**config.mk**
```make
export PLATFORM = sky130hd
export DESIGN_NAME = mac_unit
export DESIGN_NICKNAME = d
export VERILOG_FILES = /design/src/rtl/mac_pkg.sv /design/src/rtl/mac_mult.sv /design/src/rtl/mac_unit.sv
export SDC_FILE = /design/constraint.sdc
export NUM_CORES = 1
export LEC_CHECK = 0
export BUFFER_PORTS_ARGS = -buffer_cell sky130_fd_sc_hd__buf_2
export CELL_PAD_IN_SITES_DETAIL_PLACEMENT = 0
export CELL_PAD_IN_SITES_GLOBAL_PLACEMENT = 1
export CORE_ASPECT_RATIO = 2
export CORE_UTILIZATION = 48
export CTS_CLUSTER_SIZE = 20
export DETAILED_ROUTE_END_ITERATION = 6
export GPL_ROUTABILITY_DRIVEN = 0
export GPL_TIMING_DRIVEN = 0
export PLACE_DENSITY = 0.88
export SYNTH_ARGS = -nofsm -noshare
export SYNTH_HDL_FRONTEND = slang
export SYNTH_SLANG_ARGS = --single-unit
```
**constraint.sdc**
```tcl
create_clock -name clk -period 0.8 [get_ports clk]
set_input_delay 0.04 -clock clk [delete_from_list [all_inputs] [get_ports clk]]
set_output_delay 0.04 -clock clk [all_outputs]
set_load 0.05 [all_outputs]
```
**src/rtl/mac_pkg.sv**
```systemverilog
// rtl/mac_pkg.sv - shared widths and overflow classification for the TinyML MAC element
// Contents:
//   MAC_DATA_W, MAC_ACC_W : default operand and accumulator widths
//   sat_sel_e             : which saturation bound (if any) a sum must clamp to
//   sat_check()           : classifies an ACC_W+1 bit sum as in range, above max or below min
package mac_pkg;

   localparam int MAC_DATA_W = 8;
   localparam int MAC_ACC_W  = 16;

   typedef enum logic [1:0] {
      SAT_NONE = 2'd0,
      SAT_HI   = 2'd1,
      SAT_LO   = 2'd2
   } sat_sel_e;

   // carry is bit ACC_W of the widened sum, top is bit ACC_W-1.
   // Unsigned: a carry out means the true sum exceeded 2^ACC_W-1.
   // Signed: bits ACC_W and ACC_W-1 disagree only when the result left the
   // ACC_W-bit range; bit ACC_W is then the sign of the true sum.
   function automatic sat_sel_e sat_check(input logic is_signed,
                                          input logic carry,
                                          input logic top);
      sat_sel_e sel;
      sel = SAT_NONE;
      if (!is_signed) begin
         if (carry) sel = SAT_HI;
      end else if (carry != top) begin
         sel = carry ? SAT_LO : SAT_HI;
      end
      return sel;
   endfunction

endpackage

```
**src/rtl/mac_mult.sv**
```systemverilog
// rtl/mac_mult.sv - combinational DATA_W x DATA_W -> 2*DATA_W multiplier
// Ports:
//   a       in   DATA_W    multiplicand
//   b       in   DATA_W    multiplier
//   product out  2*DATA_W  full-width product, two's complement when SIGNED=1
module mac_mult #(
   parameter int DATA_W = 8,
   parameter int SIGNED = 0
) (
   input  logic [DATA_W-1:0]   a,
   input  logic [DATA_W-1:0]   b,
   output logic [2*DATA_W-1:0] product
);

   logic [2*DATA_W-1:0] a_ext;
   logic [2*DATA_W-1:0] b_ext;
   logic                a_fill;
   logic                b_fill;

   // Extending both operands to the product width first makes the low
   // 2*DATA_W bits of a plain multiply exact for both number systems.
   assign a_fill = (SIGNED != 0) & a[DATA_W-1];
   assign b_fill = (SIGNED != 0) & b[DATA_W-1];
   assign a_ext  = {{DATA_W{a_fill}}, a};
   assign b_ext  = {{DATA_W{b_fill}}, b};

   assign product = a_ext * b_ext;

endmodule

```
**src/rtl/mac_unit.sv**
```systemverilog
// rtl/mac_unit.sv - registered multiply-accumulate: acc_out <= acc_in + a*b every clock
// Build option: MAC_UNIT_SAT_EN clamps overflowing sums instead of wrapping.
// Ports:
//   clk     in   1       rising-edge clock
//   reset   in   1       asynchronous reset, active low
//   a       in   DATA_W  multiplicand
//   b       in   DATA_W  multiplier
//   acc_in  in   ACC_W   addend, normally acc_out or a neighbour's result
//   acc_out out  ACC_W   registered result, one cycle latency
module mac_unit
   import mac_pkg::*;
#(
   parameter int DATA_W = MAC_DATA_W,
   parameter int ACC_W  = MAC_ACC_W,
   parameter int SIGNED = 0
) (
   input  logic              clk,
   input  logic              reset,
   input  logic [DATA_W-1:0] a,
   input  logic [DATA_W-1:0] b,
   input  logic [ACC_W-1:0]  acc_in,
   output logic [ACC_W-1:0]  acc_out
);

   // Bits needed to widen the product to the ACC_W+1 bit sum.
   localparam int EXT = ACC_W + 1 - 2 * DATA_W;

   logic [2*DATA_W-1:0] product;
   logic                prod_fill;
   logic                acc_fill;
   logic [ACC_W:0]      prod_x;
   logic [ACC_W:0]      acc_x;
   logic [ACC_W:0]      sum;
   logic [ACC_W-1:0]    next_acc;

   mac_mult #(
      .DATA_W (DATA_W),
      .SIGNED (SIGNED)
   ) u_mult (
      .a       (a),
      .b       (b),
      .product (product)
   );

   assign prod_fill = (SIGNED != 0) & product[2*DATA_W-1];
   assign acc_fill  = (SIGNED != 0) & acc_in[ACC_W-1];
   assign prod_x    = {{EXT{prod_fill}}, product};
   assign acc_x     = {acc_fill, acc_in};
   assign sum       = acc_x + prod_x;

`ifdef MAC_UNIT_SAT_EN
   localparam logic [ACC_W-1:0] U_MAX = {ACC_W{1'b1}};
   localparam logic [ACC_W-1:0] S_MAX = {1'b0, {(ACC_W-1){1'b1}}};
   localparam logic [ACC_W-1:0] S_MIN = {1'b1, {(ACC_W-1){1'b0}}};

   sat_sel_e sat_sel;

   assign sat_sel = sat_check(SIGNED != 0, sum[ACC_W], sum[ACC_W-1]);

   always_comb begin
      next_acc = sum[ACC_W-1:0];
      case (sat_sel)
         SAT_HI:  next_acc = (SIGNED != 0) ? S_MAX : U_MAX;
         SAT_LO:  next_acc = S_MIN;
         default: next_acc = sum[ACC_W-1:0];
      endcase
   end
`else
   // Wrap-around: only the low ACC_W bits survive.
   logic unused_sum_msb;
   assign unused_sum_msb = sum[ACC_W];
   assign next_acc       = sum[ACC_W-1:0];
`endif

   always_ff @(posedge clk or negedge reset) begin
      if (!reset) begin
         acc_out <= '0;
      end else begin
         acc_out <= next_acc;
      end
   end

endmodule

```
==> results of run 1 <==
## kinds of logic after synthesis
group,count (synthesis),synth area share [%]
DFF,16,13.24
xor gates and xnor gates,9,2.607
AOI/OAI and AO/OA,27,6.827
and+or+nand+nor,98,17.05
adders and majority gates,85,47.58
buffers and inverters,102,12.70
## cell type report
class | instances | area [sq um]
multi-input combinational | 219 | 2685
fill | 432 | 1644
timing repair buffer | 75 | 749.5
sequential | 16 | 400.4
inverter | 100 | 382.9
tap | 84 | 105.1
clock buffer | 4 | 88.84
## routing by layer
layer	global-route usage [%]	wire (um)	vias to the layer above
met5	0	0	-
met3	1.017	104	19
li1	-	-	1159
met1	21.03	2308	1182
met4	11.27	291	0
met2	43.60	4512	48
## through the flow
step | std cells | cell area [sq um] | utilization (%) | TNS [ps] | power (uW)
after detailed placement | 470 | 3525 | 58.20 | -36520 | 10970
after floorplan | 337 | 3174 | - | -29650 | 9135
after CTS | 488 | 4026 | 66.49 | -31160 | 13600
after global routing | 498 | 4412 | 72.85 | -32250 | 16690
final | 498 | 4412 | 72.85 | -30380 | 15420
after global placement | 470 | 3525 | 58.20 | -35990 | 10720
## Yosys cell counts, types with 2 or more instances
master / count / area [sq um]
inv_1: 100 / 375.4
fa_1: 50 / 1001
nand2_1: 36 / 135.1
ha_1: 35 / 437.9
and2_1: 34 / 212.7
dfrtp_1: 16 / 400.4
a21oi_1: 10 / 50.05
nor2_1: 10 / 37.54
xnor2_1: 8 / 70.07
nand3_1: 4 / 20.02
o21a_1: 3 / 22.52
a211oi_1: 2 / 15.01
nor4b_1: 2 / 17.52
o21ai_1: 2 / 10.01
## how the worst max path moves through the flow
stage / slack [ps] / from / end / cells past startpoint
2_1_floorplan: -2600 / b[0] / acc_out[13] / 14
3_3_place_gp: -3130 / a[6] / acc_out[15] / 14
3_5_place_dp: -3140 / a[6] / acc_out[15] / 14
4_1_cts: -2720 / a[6] / acc_out[14] / 15
5_1_grt: -2720 / a[1] / acc_out[12] / 15
6_report: -2630 / a[6] / acc_out[14] / 14
## repair_timing
action                                  CTS  global route
endpoints found under the hold margin    16             0
gates resized for setup                  83            83
buffers inserted                         13            12
endpoints found under the setup margin   31            31
hold buffers                              1             0
pin swaps                                38            66
## power breakdown
part           internal [uW]  switching [uW]  total [uW]
Sequential              1270             171        1440
Combinational           6220            6680       12900
Clock                    760             328        1090
## worst max-delay path: stages
cell and delay, ps:
buf_12 100, and2_4 150, fa_1 530, inv_1 50
fa_2 560, fa_1 440, fa_1 530, inv_2 50
ha_4 250, a21oi_4 140, o21ai_2 80, or3_1 380
o21bai_2 130, xnor2_1 150
==> run summary, run 1 <==
Top FF cell, synth - dfrtp_1
DRC - 0
Nets - 534
final worst path period share - 428.1%
Yosys reg bits - 16
ys async rst share - 100.0%
Setup violations, final - 31
crit path time final - 3425 ps
Overall Global Routing Usage - 21.75%
most common cell after layout, fill and taps aside - inv_1
Final WS setup - -2625 ps
outcome - finished, violations left
Hold Vio Cnt, Final - 0
worst endpoint required time - 960 ps
CTS tree - done
input/output buffers - 49
Worst Path Max Fanout - 3
Mapped Area - 0.003024 sq mm
Seq/Total Area, Yosys - 13.24%
f_max - 292.0 MHz
WHS Path Cells - 2
Max Transition Viols Final - 0
Chip Width - 58.13 um
hold path start - acc_in[0]
Ant. Diodes - 0
Post-Route WL - 7217 um
Detailed Routing Iterations Pass 1 - 4
Routed WL per cell - 14.49 um
Largest register FFs - 16
number of synthesized flops with an enable pin - 0
RSZ-0062 raised after global routing - yes
Die ar. - 0.006641 sq mm
CTS buffer count - 3
Max-cap violations - 0
clock root buffer - clkbuf_16
area grow syn2layout - 45.88%
DRT iter0 DRCs - 86
Worst EP arrival - 3590 ps
H-tree depth - 1
DR vias/cell - 4.835
Worst setup SP type - primary input
die height - 114.3 um
IO Pins - 50
Biggest register - acc_out
HPWL Detailed - 5405 um
grt total ovfl - 0
Clock Sinks - 16
Setup WS pre-CTS - -3135 ps
antenna violations before repair - 0
# rows - 40
starting density of the core - 49.94%
maximum VDD drop - 0.001714 V
core area - 0.006056 sq mm
commonest non-fill, non-tap cells in the layout - 80 x inv_1, 41 x fa_1, 29 x buf_6
post-synthesis net count - 456
Hold Path Sink - acc_out[0]
relative slew slack - 76.43%
first-pass GRT wire length - 10,880 um
vias - 2,408
clk buf depth - 2
share of layout cells above drive strength 1 - 40.58%
Clock Pin Slew Worst Setup and Hold Paths - 50 ps
failing checks - setup timing
largest net degree at the start of global routing - 17
ANT nets after route - 0
gate count after technology mapping - 337
largest registers - acc_out (16)
Yosys warning count - 0
slew of the pin with the lowest slew margin - 353.5 ps
CP Capture Type - register
Avg Inst Size Synth - 8.974 sq um
crit path kind - in -> reg
PD cells - 3496 mW/mm^2
Hold Crit Class - in -> reg
number of global-route vias before repair - 2,522
final hold slack - 13.59 ps
Leak - 0.002189 uW
count of different cell masters after synthesis - 39
Power figures use the tool's default switching activity.
==> inputs of run 2 (changes only) <==
--- a/config.mk
+++ b/config.mk
@@ -6,6 +6,7 @@
 export NUM_CORES = 1
 export LEC_CHECK = 0
 export BUFFER_PORTS_ARGS = -buffer_cell sky130_fd_sc_hd__buf_2
+export CAP_MARGIN = 20
 export CELL_PAD_IN_SITES_DETAIL_PLACEMENT = 0
 export CELL_PAD_IN_SITES_GLOBAL_PLACEMENT = 1
 export CORE_ASPECT_RATIO = 2
@@ -13,8 +14,7 @@
 export CTS_CLUSTER_SIZE = 20
 export DETAILED_ROUTE_END_ITERATION = 6
 export GPL_ROUTABILITY_DRIVEN = 0
-export GPL_TIMING_DRIVEN = 0
-export PLACE_DENSITY = 0.88
+export PLACE_DENSITY = 0.9
 export SYNTH_ARGS = -nofsm -noshare
 export SYNTH_HDL_FRONTEND = slang
 export SYNTH_SLANG_ARGS = --single-unit
==> run 2 against run 1 <==
Net effect: the flow still finishes with violations (setup timing); combinational power increased by 3%; first-iteration DRC count fell by 40%; via count grew 3.9%; hold slack improved by 59 ps; cell count up 4.0%; critical path depth is 1 higher; cell area increased by 1.6%; global-route usage shrank 0.51 points; clock-buffer cell count unchanged; largest power group unchanged.
==> run summary, run 2 (synthesis results as in run 1) <==
final worst path period share - 418.5%
commonest non-fill, non-tap cells in the layout - 81 x inv_1, 42 x fa_1, 34 x buf_6
worst endpoint required time - 940 ps
slew of the pin with the lowest slew margin - 346.0 ps
RSZ-0062 raised after global routing - yes
ANT nets after route - 0
Overall Global Routing Usage - 21.24%
Worst Path Max Fanout - 6
clk buf depth - 2
HPWL Detailed - 5643 um
Detailed Routing Iterations Pass 1 - 4
DR vias/cell - 4.830
Setup WS pre-CTS - -3031 ps
share of layout cells above drive strength 1 - 41.24%
Worst EP arrival - 3490 ps
CP Capture Type - register
IO Pins - 50
grt total ovfl - 0
largest stage delay on the critical path - 540 ps
Nets - 554
Leak - 0.002247 uW
Hold Crit Class - in -> reg
Routed WL per cell - 14.21 um
PD cells - 3521 mW/mm^2
Die ar. - 0.006641 sq mm
failing checks - setup timing
antenna violations before repair - 0
DRC - 0
Ant. Diodes - 0
DRT iter0 DRCs - 52
f_max - 298.7 MHz
die height - 114.3 um
Largest register FFs - 16
crit path kind - in -> reg
Final WS setup - -2548 ps
input/output buffers - 49
Design Power - 15,780 uW
vias - 2,502
# rows - 40
Post-Route WL - 7359 um
outcome - finished, violations left
post-layout util - 74.01%
Final TNS setup - -30,290 ps
Top delay family on crit path - adder cells
CTS buffer count - 3
Cell Chain, Critical Path - buf_12 > nand2_8 > fa_1 > inv_1 > fa_1 > inv_2 > fa_1 > fa_1 > inv_2 > ha_4 > o21a_1 > o31a_4 > o311ai_4 > and4b_1 > nor3_2
Biggest register - acc_out
crit path time final - 3348 ps
largest net degree at the start of global routing - 17
first-pass GRT wire length - 10,730 um
clock root buffer - clkbuf_16
starting density of the core - 49.94%
worst path bufs/invs - 4
number of global-route vias before repair - 2,594
CP most frequent cell - fa_1
Setup violations, final - 31
CP max-delay cell - fa_1
area grow syn2layout - 48.20%
Max-cap violations - 0
most common cell after layout, fill and taps aside - inv_1
relative slew slack - 76.93%
core area - 0.006056 sq mm
Clock Pin Slew Worst Setup and Hold Paths - 50 ps
Max Transition Viols Final - 0
largest registers - acc_out (16)
Chip Width - 58.13 um
maximum VDD drop - 0.001797 V
H-tree depth - 1
Clock Sinks - 16
CTS tree - done
Worst setup SP type - primary input
Hold Vio Cnt, Final - 0
[run 2: changes by cell type in the layout (fill, tap and decap cells not counted), moves of 2 or more]
cell     delta
a21oi_4     -2
buf_6       +5
buf_12      -5
buf_8       +4
buf_4      +14
nand2_1     +3
buf_2       +2
nand2_4     -3
[run 2: timing repair]
item                                   in CTS  in global routing
pin swaps                                  38                 31
setup endpoints to repair                  31                 31
hold buffers                                1                  0
endpoints found under the hold margin      16                  0
gates resized for setup                   103                 42
buffers inserted                            4                  7
[run 2: final timing paths]
kind	slack, ps	to	cells past startpoint	from
worst max-delay path	-2550	acc_out[13]	15	b[0]
max in group asynchronous	320	acc_out[7]	2	reset
min in group asynchronous	230	acc_out[12]	2	reset
worst min-delay path	70	acc_out[0]	2	acc_in[0]
[run 2: metrics by stage]
step / cell area [sq um] / hold WS, ps / instances
5_1_grt: 4482 / 71.84 / 518
3_3_place_gp: 3762 / -31.60 / 503
3_5_place_dp: 3762 / -35.19 / 503
2_1_floorplan: 3174 / -255.6 / 337
6_report: 4482 / 72.92 / 518
4_1_cts: 4269 / 9.995 / 512
[run 2: area by class of cell]
| type | count | area (sq um) |
|---|---|---|
| Fill cell | 423 | 1574 |
| Tap cell | 84 | 105.1 |
| Sequential cell | 16 | 400.4 |
| Inverter | 100 | 382.9 |
| Timing Repair Buffer | 95 | 880.8 |
| Multi-Input combinational cell | 219 | 2624 |
| Clock buffer | 4 | 88.84 |
[run 2: routing by layer]
layer	wire, um	up-vias	global-route usage (%)
li1	-	1199	-
met5	0	-	0
met2	4469	61	40.92
met3	135	24	1.017
met1	2371	1218	20.60
met4	382	0	14.29
[run 2: report_power, final]
group | switching [uW] | internal (uW)
sequential | 161 | 1270
clock | 315 | 759
combinational | 6700 | 6580
